## src/rtl/user_irq_ctrl_if.sv

```systemverilog
// Wishbone classic slave bus bundle for the external interrupt front-end.
interface user_irq_ctrl_if;
   logic        wb_cyc_i;
   logic        wb_stb_i;
   logic        wb_we_i;
   logic [3:0]  wb_sel_i;
   logic [1:0]  wb_adr_i;
   logic [31:0] wb_dat_i;
   logic [31:0] wb_dat_o;
   logic        wb_ack_o;

   modport master (
      output wb_cyc_i, wb_stb_i, wb_we_i, wb_sel_i, wb_adr_i, wb_dat_i,
      input  wb_dat_o, wb_ack_o
   );

   modport slave (
      input  wb_cyc_i, wb_stb_i, wb_we_i, wb_sel_i, wb_adr_i, wb_dat_i,
      output wb_dat_o, wb_ack_o
   );
endinterface

```

## src/rtl/user_irq_ctrl.sv

```systemverilog
// External interrupt front-end for the management core: synchronises pad IRQ
// lines, detects level/edge per line, latches PENDING, masks with ENABLE and
// drives a registered irq_o. Registers are serviced over classic Wishbone.
module user_irq_ctrl #(
   parameter int NUM_IRQ     = 4,
   parameter int SYNC_STAGES = 2
) (
   input  logic               core_clk,
   input  logic               core_rstn,
   input  logic [NUM_IRQ-1:0] irq_in,
   user_irq_ctrl_if.slave     wb,
   output logic               irq_o
);

   logic [NUM_IRQ-1:0] sync_q [SYNC_STAGES];
   logic [NUM_IRQ-1:0] hist_q;
   logic [NUM_IRQ-1:0] pend_q;
   logic [NUM_IRQ-1:0] en_q;
   logic [NUM_IRQ-1:0] mode_q;
   logic [NUM_IRQ-1:0] pol_q;
   logic               ack_q;
   logic [31:0]        dat_q;
   logic               irq_q;

   logic [NUM_IRQ-1:0] sync_s;
   logic [NUM_IRQ-1:0] wmask;
   logic [NUM_IRQ-1:0] wdat;
   logic [NUM_IRQ-1:0] w1c;
   logic [NUM_IRQ-1:0] evt_edge;
   logic [NUM_IRQ-1:0] evt_lvl;
   logic [NUM_IRQ-1:0] pend_d;
   logic [31:0]        rd_val;
   logic               req;
   logic               wr;
   logic               unused_bus;

   // Byte-lane write: only lanes with wb_sel_i set take new data.
   function automatic logic [NUM_IRQ-1:0] merge(input logic [NUM_IRQ-1:0] old_v,
                                                input logic [NUM_IRQ-1:0] new_v,
                                                input logic [NUM_IRQ-1:0] m);
      return (old_v & ~m) | (new_v & m);
   endfunction

   // A new request is accepted only when no ack is outstanding, so ack never
   // stays high for two consecutive cycles under a held strobe.
   assign req    = wb.wb_cyc_i & wb.wb_stb_i & ~ack_q;
   assign wr     = req & wb.wb_we_i;
   assign wdat   = wb.wb_dat_i[NUM_IRQ-1:0];
   assign sync_s = sync_q[SYNC_STAGES-1];

   // Data bits above NUM_IRQ and unused byte lanes are ignored by design.
   assign unused_bus = &{1'b0, wb.wb_dat_i, wb.wb_sel_i};

   for (genvar g = 0; g < NUM_IRQ; g++) begin : g_mask
      assign wmask[g] = wb.wb_sel_i[g/8];
   end

   // Detection and next PENDING value; edges use the raw synchronised
   // history so rewriting POL can never fabricate an edge.
   always_comb begin
      w1c      = '0;
      if (wr && (wb.wb_adr_i == 2'd0)) w1c = wdat & wmask;
      evt_edge = (pol_q & hist_q & ~sync_s) | (~pol_q & sync_s & ~hist_q);
      evt_lvl  = sync_s ^ pol_q;
      pend_d   = (mode_q & ((pend_q & ~w1c) | evt_edge)) | (~mode_q & evt_lvl);
   end

   // Register read mux; bits at and above NUM_IRQ read as zero.
   always_comb begin
      rd_val = '0;
      case (wb.wb_adr_i)
         2'd0:    rd_val[NUM_IRQ-1:0] = pend_q;
         2'd1:    rd_val[NUM_IRQ-1:0] = en_q;
         2'd2:    rd_val[NUM_IRQ-1:0] = mode_q;
         default: rd_val[NUM_IRQ-1:0] = pol_q;
      endcase
   end

   // Synchroniser chain plus one-cycle history of its output.
   always_ff @(posedge core_clk or negedge core_rstn) begin
      if (!core_rstn) begin
         for (int k = 0; k < SYNC_STAGES; k++) sync_q[k] <= '0;
         hist_q <= '0;
      end else begin
         sync_q[0] <= irq_in;
         for (int k = 1; k < SYNC_STAGES; k++) sync_q[k] <= sync_q[k-1];
         hist_q <= sync_s;
      end
   end

   // PENDING update every cycle, configuration writes on the accepting edge.
   always_ff @(posedge core_clk or negedge core_rstn) begin
      if (!core_rstn) begin
         pend_q <= '0;
         en_q   <= '0;
         mode_q <= '0;
         pol_q  <= '0;
      end else begin
         pend_q <= pend_d;
         if (wr) begin
            case (wb.wb_adr_i)
               2'd1:    en_q   <= merge(en_q, wdat, wmask);
               2'd2:    mode_q <= merge(mode_q, wdat, wmask);
               2'd3:    pol_q  <= merge(pol_q, wdat, wmask);
               default: ;
            endcase
         end
      end
   end

   // Single-cycle ack with read data valid only while ack is high.
   always_ff @(posedge core_clk or negedge core_rstn) begin
      if (!core_rstn) begin
         ack_q <= 1'b0;
         dat_q <= '0;
      end else begin
         ack_q <= req;
         dat_q <= req ? rd_val : 32'd0;
      end
   end

   // Registered interrupt request, one cycle behind PENDING & ENABLE.
   always_ff @(posedge core_clk or negedge core_rstn) begin
      if (!core_rstn) irq_q <= 1'b0;
      else            irq_q <= |(pend_q & en_q);
   end

   assign wb.wb_ack_o = ack_q;
   assign wb.wb_dat_o = dat_q;
   assign irq_o       = irq_q;

endmodule

```

## src/flat_wrapper.sv

```systemverilog
// flat-port wrapper written by rule: the top's interface ports become plain ports
module user_irq_ctrl_flat 
#(
   parameter int NUM_IRQ     = 4,
   parameter int SYNC_STAGES = 2
)
  (core_clk, core_rstn, irq_in, irq_o, wb_wb_cyc_i, wb_wb_stb_i, wb_wb_we_i, wb_wb_sel_i, wb_wb_adr_i, wb_wb_dat_i, wb_wb_dat_o, wb_wb_ack_o);
  user_irq_ctrl_if wb_i ();
  input  logic core_clk;
  input  logic core_rstn;
  input  logic [NUM_IRQ-1:0] irq_in;
  output logic irq_o;
  input wire logic [$bits(wb_i.wb_cyc_i)-1:0] wb_wb_cyc_i;
  input wire logic [$bits(wb_i.wb_stb_i)-1:0] wb_wb_stb_i;
  input wire logic [$bits(wb_i.wb_we_i)-1:0] wb_wb_we_i;
  input wire logic [$bits(wb_i.wb_sel_i)-1:0] wb_wb_sel_i;
  input wire logic [$bits(wb_i.wb_adr_i)-1:0] wb_wb_adr_i;
  input wire logic [$bits(wb_i.wb_dat_i)-1:0] wb_wb_dat_i;
  output wire logic [$bits(wb_i.wb_dat_o)-1:0] wb_wb_dat_o;
  output wire logic [$bits(wb_i.wb_ack_o)-1:0] wb_wb_ack_o;
  assign wb_i.wb_cyc_i = wb_wb_cyc_i;
  assign wb_i.wb_stb_i = wb_wb_stb_i;
  assign wb_i.wb_we_i = wb_wb_we_i;
  assign wb_i.wb_sel_i = wb_wb_sel_i;
  assign wb_i.wb_adr_i = wb_wb_adr_i;
  assign wb_i.wb_dat_i = wb_wb_dat_i;
  assign wb_wb_dat_o = wb_i.wb_dat_o;
  assign wb_wb_ack_o = wb_i.wb_ack_o;
  user_irq_ctrl #(.NUM_IRQ(NUM_IRQ), .SYNC_STAGES(SYNC_STAGES)) u_core (.core_clk(core_clk), .core_rstn(core_rstn), .irq_in(irq_in), .wb(wb_i), .irq_o(irq_o));
endmodule
```

## config.mk

```make
export PLATFORM = sky130hd
export DESIGN_NAME = user_irq_ctrl_flat
export DESIGN_NICKNAME = d
export VERILOG_FILES = /design/src/rtl/user_irq_ctrl_if.sv /design/src/rtl/user_irq_ctrl.sv /design/src/flat_wrapper.sv
export SDC_FILE = /design/constraint.sdc
export NUM_CORES = 1
export LEC_CHECK = 0
export ABC_CLOCK_PERIOD_IN_PS = 2850
export BUFFER_PORTS_ARGS = -buffer_cell sky130_fd_sc_hd__buf_2
export CAP_MARGIN = 5
export CORE_MARGIN = 2
export CORE_UTILIZATION = 49
export CTS_CLUSTER_DIAMETER = 80
export CTS_CLUSTER_SIZE = 12
export DETAILED_ROUTE_END_ITERATION = 12
export PLACE_DENSITY = 0.87
export SLEW_MARGIN = 25
export SYNTH_ARGS = -nofsm -noshare
export SYNTH_HDL_FRONTEND = slang
export SYNTH_SLANG_ARGS = --single-unit
```

## constraint.sdc

```tcl
create_clock -name core_clk -period 2.85 [get_ports core_clk]
set_input_delay 0.855 -clock core_clk [delete_from_list [all_inputs] [get_ports core_clk]]
set_output_delay 0.855 -clock core_clk [all_outputs]
set_load 0.02 [all_outputs]
```

==> impl_metrics.yaml, run 1 <==
die:
  floorplan.die.width_um: 62.6
  die_area_sq_um: 3920
  std_cell_rows: 21
  boundaryPins: 81
  floorplan.die.height_um: 62.6
  floorplan.initialDensity: 0.508
  core-area_sq_um: 3310
cells_and_area:
  syn2layout_area_growth_pct: 5.73
  proportion_of_layout_cells_with_a_drive_suffix_above_1: 0.290
  multiInputGateArea_sq_um: 667
  ff_latch_area_sq_um: 851
  design.final.nets: 205
  antennaDiodeCount: 0
  utilization: 0.537
  num-fill-cells: 278
clock_tree:
  count_of_cells_resized_by_post_cts_repair: 0
  clkLatencyLatePin_ps: 330
  clock_tree_from_tritoncts: "yes"
  htree_num_levels: 2
  tritoncts.num_buffers: 5
  hold_buffers: 0
  cts-root-to-sink-buffers: 2
  cts.repair_timing.setup_buffer_count: 0
  clkTransAtPathRegs_ps: 90
  cts-root-buf: "sky130_fd_sc_hd__clkbuf_4"
  numClockSinks: 34
run_status:
  run_status: "finished clean"
placement:
  detailedPlace.worstSlack_ps: 747
  port-buffer-count: 21
  globalplace.congestion: 0.756
  post-dp-hpwl_um: 1930
critical_path:
  reg2reg_setup_slack_ps: 1300
  rr_worst_depth: 3
  critical_path.startpoint_type: "primary input"
  r2r-start: "u_core.wb.wb_ack_o"
  end_kind: "flop"
  critical_path_peak_fanout: 8
  worstSetupEndpoint: "u_core.pend_q[2]"
  worst_ep_required_time_ps: 3040
  worstSetupStartpoint: "wb_wb_adr_i[0]"
  timing.setup.critical_path_class: "primary input to flop"
  timing.critical_path.arrival_ps: 1960
grt:
  grt-ovfl-total: 0
  grt.busiest_layer: "met2"
  grt_pass1_wl_um: 4050
  met1_usage: 0.151
  pin_count_of_the_biggest_net_entering_global_routing: 35
  met2_usage_in_global_routing: 0.226
  antenna_violations_before_repair: 0
  global_route.usage.total: 0.139
  met3_usage: 0.0559
  grt_pass1_vias: 916
worst_hold_path:
  hold_path_class: "flop to flop"
routing:
  detailed_route_drc_error_count: 0
  initialDrtViolationCount: 12
  wl_um: 2490
  detail-route-antenna-nets: 0
  via_per_inst: 4.75
  drt_pass1_iterations: 4
  route.vias.total: 955
  drt-wirelength-per-cell_um: 12.4
synthesis:
  yosys_most_used_dff: "sky130_fd_sc_hd__dfrtp_1"
  synth_area_per_cell_sq_um: 12.9
  synthDistinctLibCells: 22
  postSynthRegisterBits: 34
  synth.yosys.seq_area_share: 0.506
  post_synth_instance_area_sq_um: 1680
  netlist_top_cells_area: "sky130_fd_sc_hd__dfrtp_1, sky130_fd_sc_hd__buf_4, sky130_fd_sc_hd__mux2_2"
  synth_edf_count: 0
  asyncSetResetFlopFracSynth: 1.00
  syn_inst: 130
  yosysTopAreaCell: "sky130_fd_sc_hd__dfrtp_1"
  synth.top_cells.by_count: "sky130_fd_sc_hd__dfrtp_1, sky130_fd_sc_hd__buf_4, sky130_fd_sc_hd__inv_1"
  synth.top_cell.area_share: 0.506
  synth_most_common_cell: "sky130_fd_sc_hd__dfrtp_1"
  yosysWarningCount: 0
timing:
  achievable-frequency_ghz: 0.564
  worst_slew_pin_slew_ps: 709
  clock_skew_ps: 2.43
  post-route-period-util: 0.622
  slew_violations: 0
  rsz_0062_raised_after_global_routing: "false"
  timing.final.crit_period_ps: 1770
  post-route-worst-setup-slack_ps: 1080
  finalSetupViolCount: 0
  relSlewSlack: 0.527
  finalHoldViolCount: 0
  setup-tns-final_ps: 0
power:
  power_per_cell_area_nw_per_um2: 617
  peakVddDrop_uv: 379
  total_leakage_power_nw: 0.881
run:
  timing.max_cap.violations: 0
-- area by class of cell --
class                           instances  share of cell area
Multi-Input combinational cell         82               0.375
Sequential cell                        34               0.479
Clock buffer                            7              0.0310
Tap cell                               46              0.0324
Clock inverter                          1             0.00281
Inverter                               10              0.0211
Timing Repair Buffer                   21              0.0591
-- cell families (layout without fill, tap and decap cells) --
kind of cell | Yosys count | count (layout) | synth area share
other cells | 1 | 28 | 0.00223
flops | 34 | 34 | 0.506
simple gates | 24 | 24 | 0.126
compound gates | 10 | 10 | 0.0476
fa+ha+maj | 4 | 4 | 0.0298
mux | 16 | 16 | 0.131
buf+inv | 41 | 39 | 0.158
-- through the flow --
stage                     instances  instance area [sq um]  power (mW)  hold WS (ps)
final                           201                   1780        1.10           355
after global routing            201                   1780        1.16           365
after CTS                       201                   1780        1.11           358
after detailed placement        193                   1720       0.842           336
after global placement          193                   1720       0.821           334
after floorplan                 157                   1780       0.800           331
-- critical path, cell delays in order --
cell and delay [ps]:
sky130_fd_sc_hd__buf_2 170, sky130_fd_sc_hd__nand4bb_1 360, sky130_fd_sc_hd__o31ai_1 400, sky130_fd_sc_hd__a41oi_1 180
-- metal layers --
metal,part of all wire,up-vias
met2,0.51,48
met3,0.076,11
met1,0.38,457
li1,-,439
met5,0,-
met4,0.042,0
-- worst min-delay path by stage --
stage	cells after the start	endpoint	startpoint
final	0	u_core.sync_s[2]	u_core.sync_q[6]
after global routing	0	u_core.sync_s[2]	u_core.sync_q[6]
after CTS	0	u_core.sync_s[2]	u_core.sync_q[6]
after detailed placement	0	u_core.sync_s[1]	u_core.sync_q[5]
after global placement	0	u_core.sync_s[0]	u_core.sync_q[4]
after floorplan	0	u_core.sync_s[0]	u_core.sync_q[4]
-- power by group --
| group | internal [mW] | leakage, nW | switching (mW) | total, mW |
|---|---|---|---|---|
| clock network | 0.119 | 0.0353 | 0.151 | 0.270 |
| logic | 0.103 | 0.437 | 0.125 | 0.227 |
| registers | 0.552 | 0.409 | 0.0484 | 0.600 |
| total | 0.774 | 0.881 | 0.324 | 1.10 |
-- placed cells by master, fill, tap and decap left out --
cell / count
sky130_fd_sc_hd__nor2b_1: 8
sky130_fd_sc_hd__buf_2: 21
sky130_fd_sc_hd__nand2b_1: 4
sky130_fd_sc_hd__inv_1: 10
sky130_fd_sc_hd__nand2_1: 2
sky130_fd_sc_hd__nor4b_4: 1
sky130_fd_sc_hd__mux2_2: 8
sky130_fd_sc_hd__dfrtp_1: 34
sky130_fd_sc_hd__clkbuf_8: 1
sky130_fd_sc_hd__clkbuf_1: 1
sky130_fd_sc_hd__o31ai_1: 4
sky130_fd_sc_hd__nand3b_1: 4
sky130_fd_sc_hd__clkinv_2: 1
sky130_fd_sc_hd__mux2i_1: 4
sky130_fd_sc_hd__nor4_4: 1
sky130_fd_sc_hd__clkbuf_4: 5
sky130_fd_sc_hd__a22oi_1: 2
sky130_fd_sc_hd__nand4bb_1: 1
sky130_fd_sc_hd__ha_1: 4
sky130_fd_sc_hd__nand2_2: 1
sky130_fd_sc_hd__mux4_2: 4
sky130_fd_sc_hd__conb_1: 28
sky130_fd_sc_hd__nor3_4: 1
sky130_fd_sc_hd__nand3b_4: 1
sky130_fd_sc_hd__a41oi_1: 4
Power figures use the tool's default switching activity.
==> run 2: changes to the inputs <==
Settings changed: ABC_CLOCK_PERIOD_IN_PS 2850 to 1400, CORE_UTILIZATION 49 to 41, PLACE_DENSITY 0.87 to 0.78.
Clock period 2.85 ns to 1.4 ns, I/O delays scaled along.
==> run 2 against run 1 <==
Effect of this change: the flow now finishes with violations (setup timing); combinational power increased by 120%; worst setup slack got worse by 1100 ps; clock-buffer cell count increased by 1; via count increased by 4.6%; largest cell class unchanged.
==> impl_metrics.yaml, run 2 (same netlist as run 1, synthesis figures left out) <==
cells_and_area:
  mostFrequentLayoutCell: "sky130_fd_sc_hd__dfrtp_1"
  syn2layout_area_growth_pct: 15.8
  most_used_cells_in_the_layout_excluding_fill_and_tap_cells: "sky130_fd_sc_hd__dfrtp_1, sky130_fd_sc_hd__conb_1, sky130_fd_sc_hd__buf_2"
  proportion_of_layout_cells_with_a_drive_suffix_above_1: 0.345
  num-fill-cells: 361
  finalInstanceArea_sq_um: 1950
  utilization: 0.491
  antennaDiodeCount: 0
  design.final.nets: 218
run_status:
  run_status: "complete, but fails checks"
  failed_checks: "setup timing"
placement:
  detailedPlace.worstSlack_ps: -123
  globalplace.congestion: 0.757
  postPlaceCellArea_sq_um: 1840
  post-dp-hpwl_um: 2070
  port-buffer-count: 21
routing:
  detailed_route_drc_error_count: 0
  wl_um: 2690
  drt_pass1_iterations: 4
  drt-wirelength-per-cell_um: 12.3
  route.vias.total: 999
  detail-route-antenna-nets: 0
  via_per_inst: 4.58
  initialDrtViolationCount: 40
clock_tree:
  cts-root-to-sink-buffers: 2
  hold_buffers: 0
  tritoncts.num_buffers: 5
  htree_num_levels: 2
  clkLatencyLatePin_ps: 290
  cts-root-buf: "sky130_fd_sc_hd__clkbuf_8"
  clock_tree_from_tritoncts: "yes"
  numClockSinks: 34
  clkTransAtPathRegs_ps: 70
critical_path:
  slowest_stage: "sky130_fd_sc_hd__dfrtp_2"
  critPathTopFamily: "simple AND/OR/NAND/NOR gates"
  critical_path.startpoint_type: "flop"
  reg2reg_setup_slack_ps: -50
  slowest_cell_delay_on_critical_path_ps: 400
  timing.critical_path.arrival_ps: 1620
  worst_ep_required_time_ps: 1570
  rr_worst_depth: 4
  cp_num_buf_inv: 1
  r2r-start: "u_core.wb.wb_ack_o"
  critical_path.cell_chain: "nand3b_4 -> nor4b_4 -> buf_4 -> mux2_4"
  end_kind: "flop"
  timing.setup.critical_path_class: "flop to flop"
  critical_path_peak_fanout: 3
worst_hold_path:
  hold_path_class: "primary input to async pin"
die:
  std_cell_rows: 23
  floorplan.initialDensity: 0.423
  core-area_sq_um: 3970
  boundaryPins: 81
  floorplan.die.width_um: 68.0
  floorplan.die.height_um: 68.0
  die_area_sq_um: 4630
timing:
  timing.final.crit_period_ps: 1450
  final.hold.worst_slack_ps: 39.8
  slew_violations: 0
  post-route-worst-setup-slack_ps: -52.3
  achievable-frequency_ghz: 0.689
  finalHoldViolCount: 0
  finalSetupViolCount: 4
  clock_skew_ps: 6.08
  post-route-period-util: 1.04
  rsz_0062_raised_after_global_routing: "true"
grt:
  grt-ovfl-total: 0
  pin_count_of_the_biggest_net_entering_global_routing: 21
  antenna_violations_before_repair: 0
  grt_pass1_vias: 961
  global_route.usage.total: 0.146
  grt_pass1_wl_um: 4550
power:
  total_leakage_power_nw: 0.971
  power_per_cell_area_nw_per_um2: 1240
  peakVddDrop_uv: 544
run:
  timing.max_cap.violations: 0
-- run 2: cell types whose count changed in the layout (fill, tap and decap cells not counted), sizes merged --
cell and delta:
buf +13, clkbuf +1, clkinv -1
-- run 2: area by class of cell --
cell class	count	area (sq um)	share of cell area
Inverter	10	37.5	0.0193
Sequential cell	34	852	0.437
Tap cell	50	62.6	0.0321
Clock buffer	8	80.1	0.0411
Multi-Input combinational cell	82	697	0.358
Timing Repair Buffer	34	219	0.112
-- run 2: how the worst max path moves through the flow --
stage | startpoint | endpoint | slack, ps | cells after the start
5_1_grt | u_core.wb.wb_ack_o | flop | -90 | 4
6_report | u_core.wb.wb_ack_o | flop | -50 | 4
4_1_cts | u_core.wb.wb_ack_o | flop | -60 | 4
3_5_place_dp | wb_wb_adr_i[1] | u_core.pend_q[3] | -120 | 4
2_1_floorplan | wb_wb_adr_i[0] | flop | -30 | 4
3_3_place_gp | wb_wb_adr_i[1] | u_core.pend_q[3] | -120 | 4
-- run 2: stage by stage --
stage          std cells  total power, mW  setup TNS, ps
2_1_floorplan        157             1.64          -97.7
3_3_place_gp         210             1.72          -1370
3_5_place_dp         210             1.74          -1770
4_1_cts              218             2.45           -232
5_1_grt              218             2.58           -510
6_report             218             2.42           -184
-- run 2: worst register-to-register path, delay by kind of cell, from the launching register on --
family | cells | cell delay [ps]
flip-flops | 1 | 400
AND/OR/NAND/NOR | 2 | 470
buffers and inverters | 1 | 170
multiplexers | 1 | 290
-- run 2: metal layers --
| metal | track usage | up-vias | share of wire |
|---|---|---|---|
| li1 | - | 461 | - |
| met1 | 0.178 | 497 | 0.42 |
| met2 | 0.215 | 36 | 0.47 |
| met3 | 0.0609 | 5 | 0.079 |
| met4 | 0.0900 | 0 | 0.029 |
| met5 | 0 | - | 0 |
-- run 2: repair_timing --
action | in CTS | in global routing
gates resized for setup | 3 | 4
buffers inserted | 0 | 0
endpoints found under the setup margin | 8 | 12
-- run 2: where the power goes --
| group | leakage [nW] | switching (mW) | internal (mW) | total (mW) |
|---|---|---|---|---|
| Sequential | 0.407 | 0.103 | 1.13 | 1.23 |
| Combinational | 0.524 | 0.258 | 0.251 | 0.509 |
| Clock | 0.0395 | 0.332 | 0.353 | 0.684 |
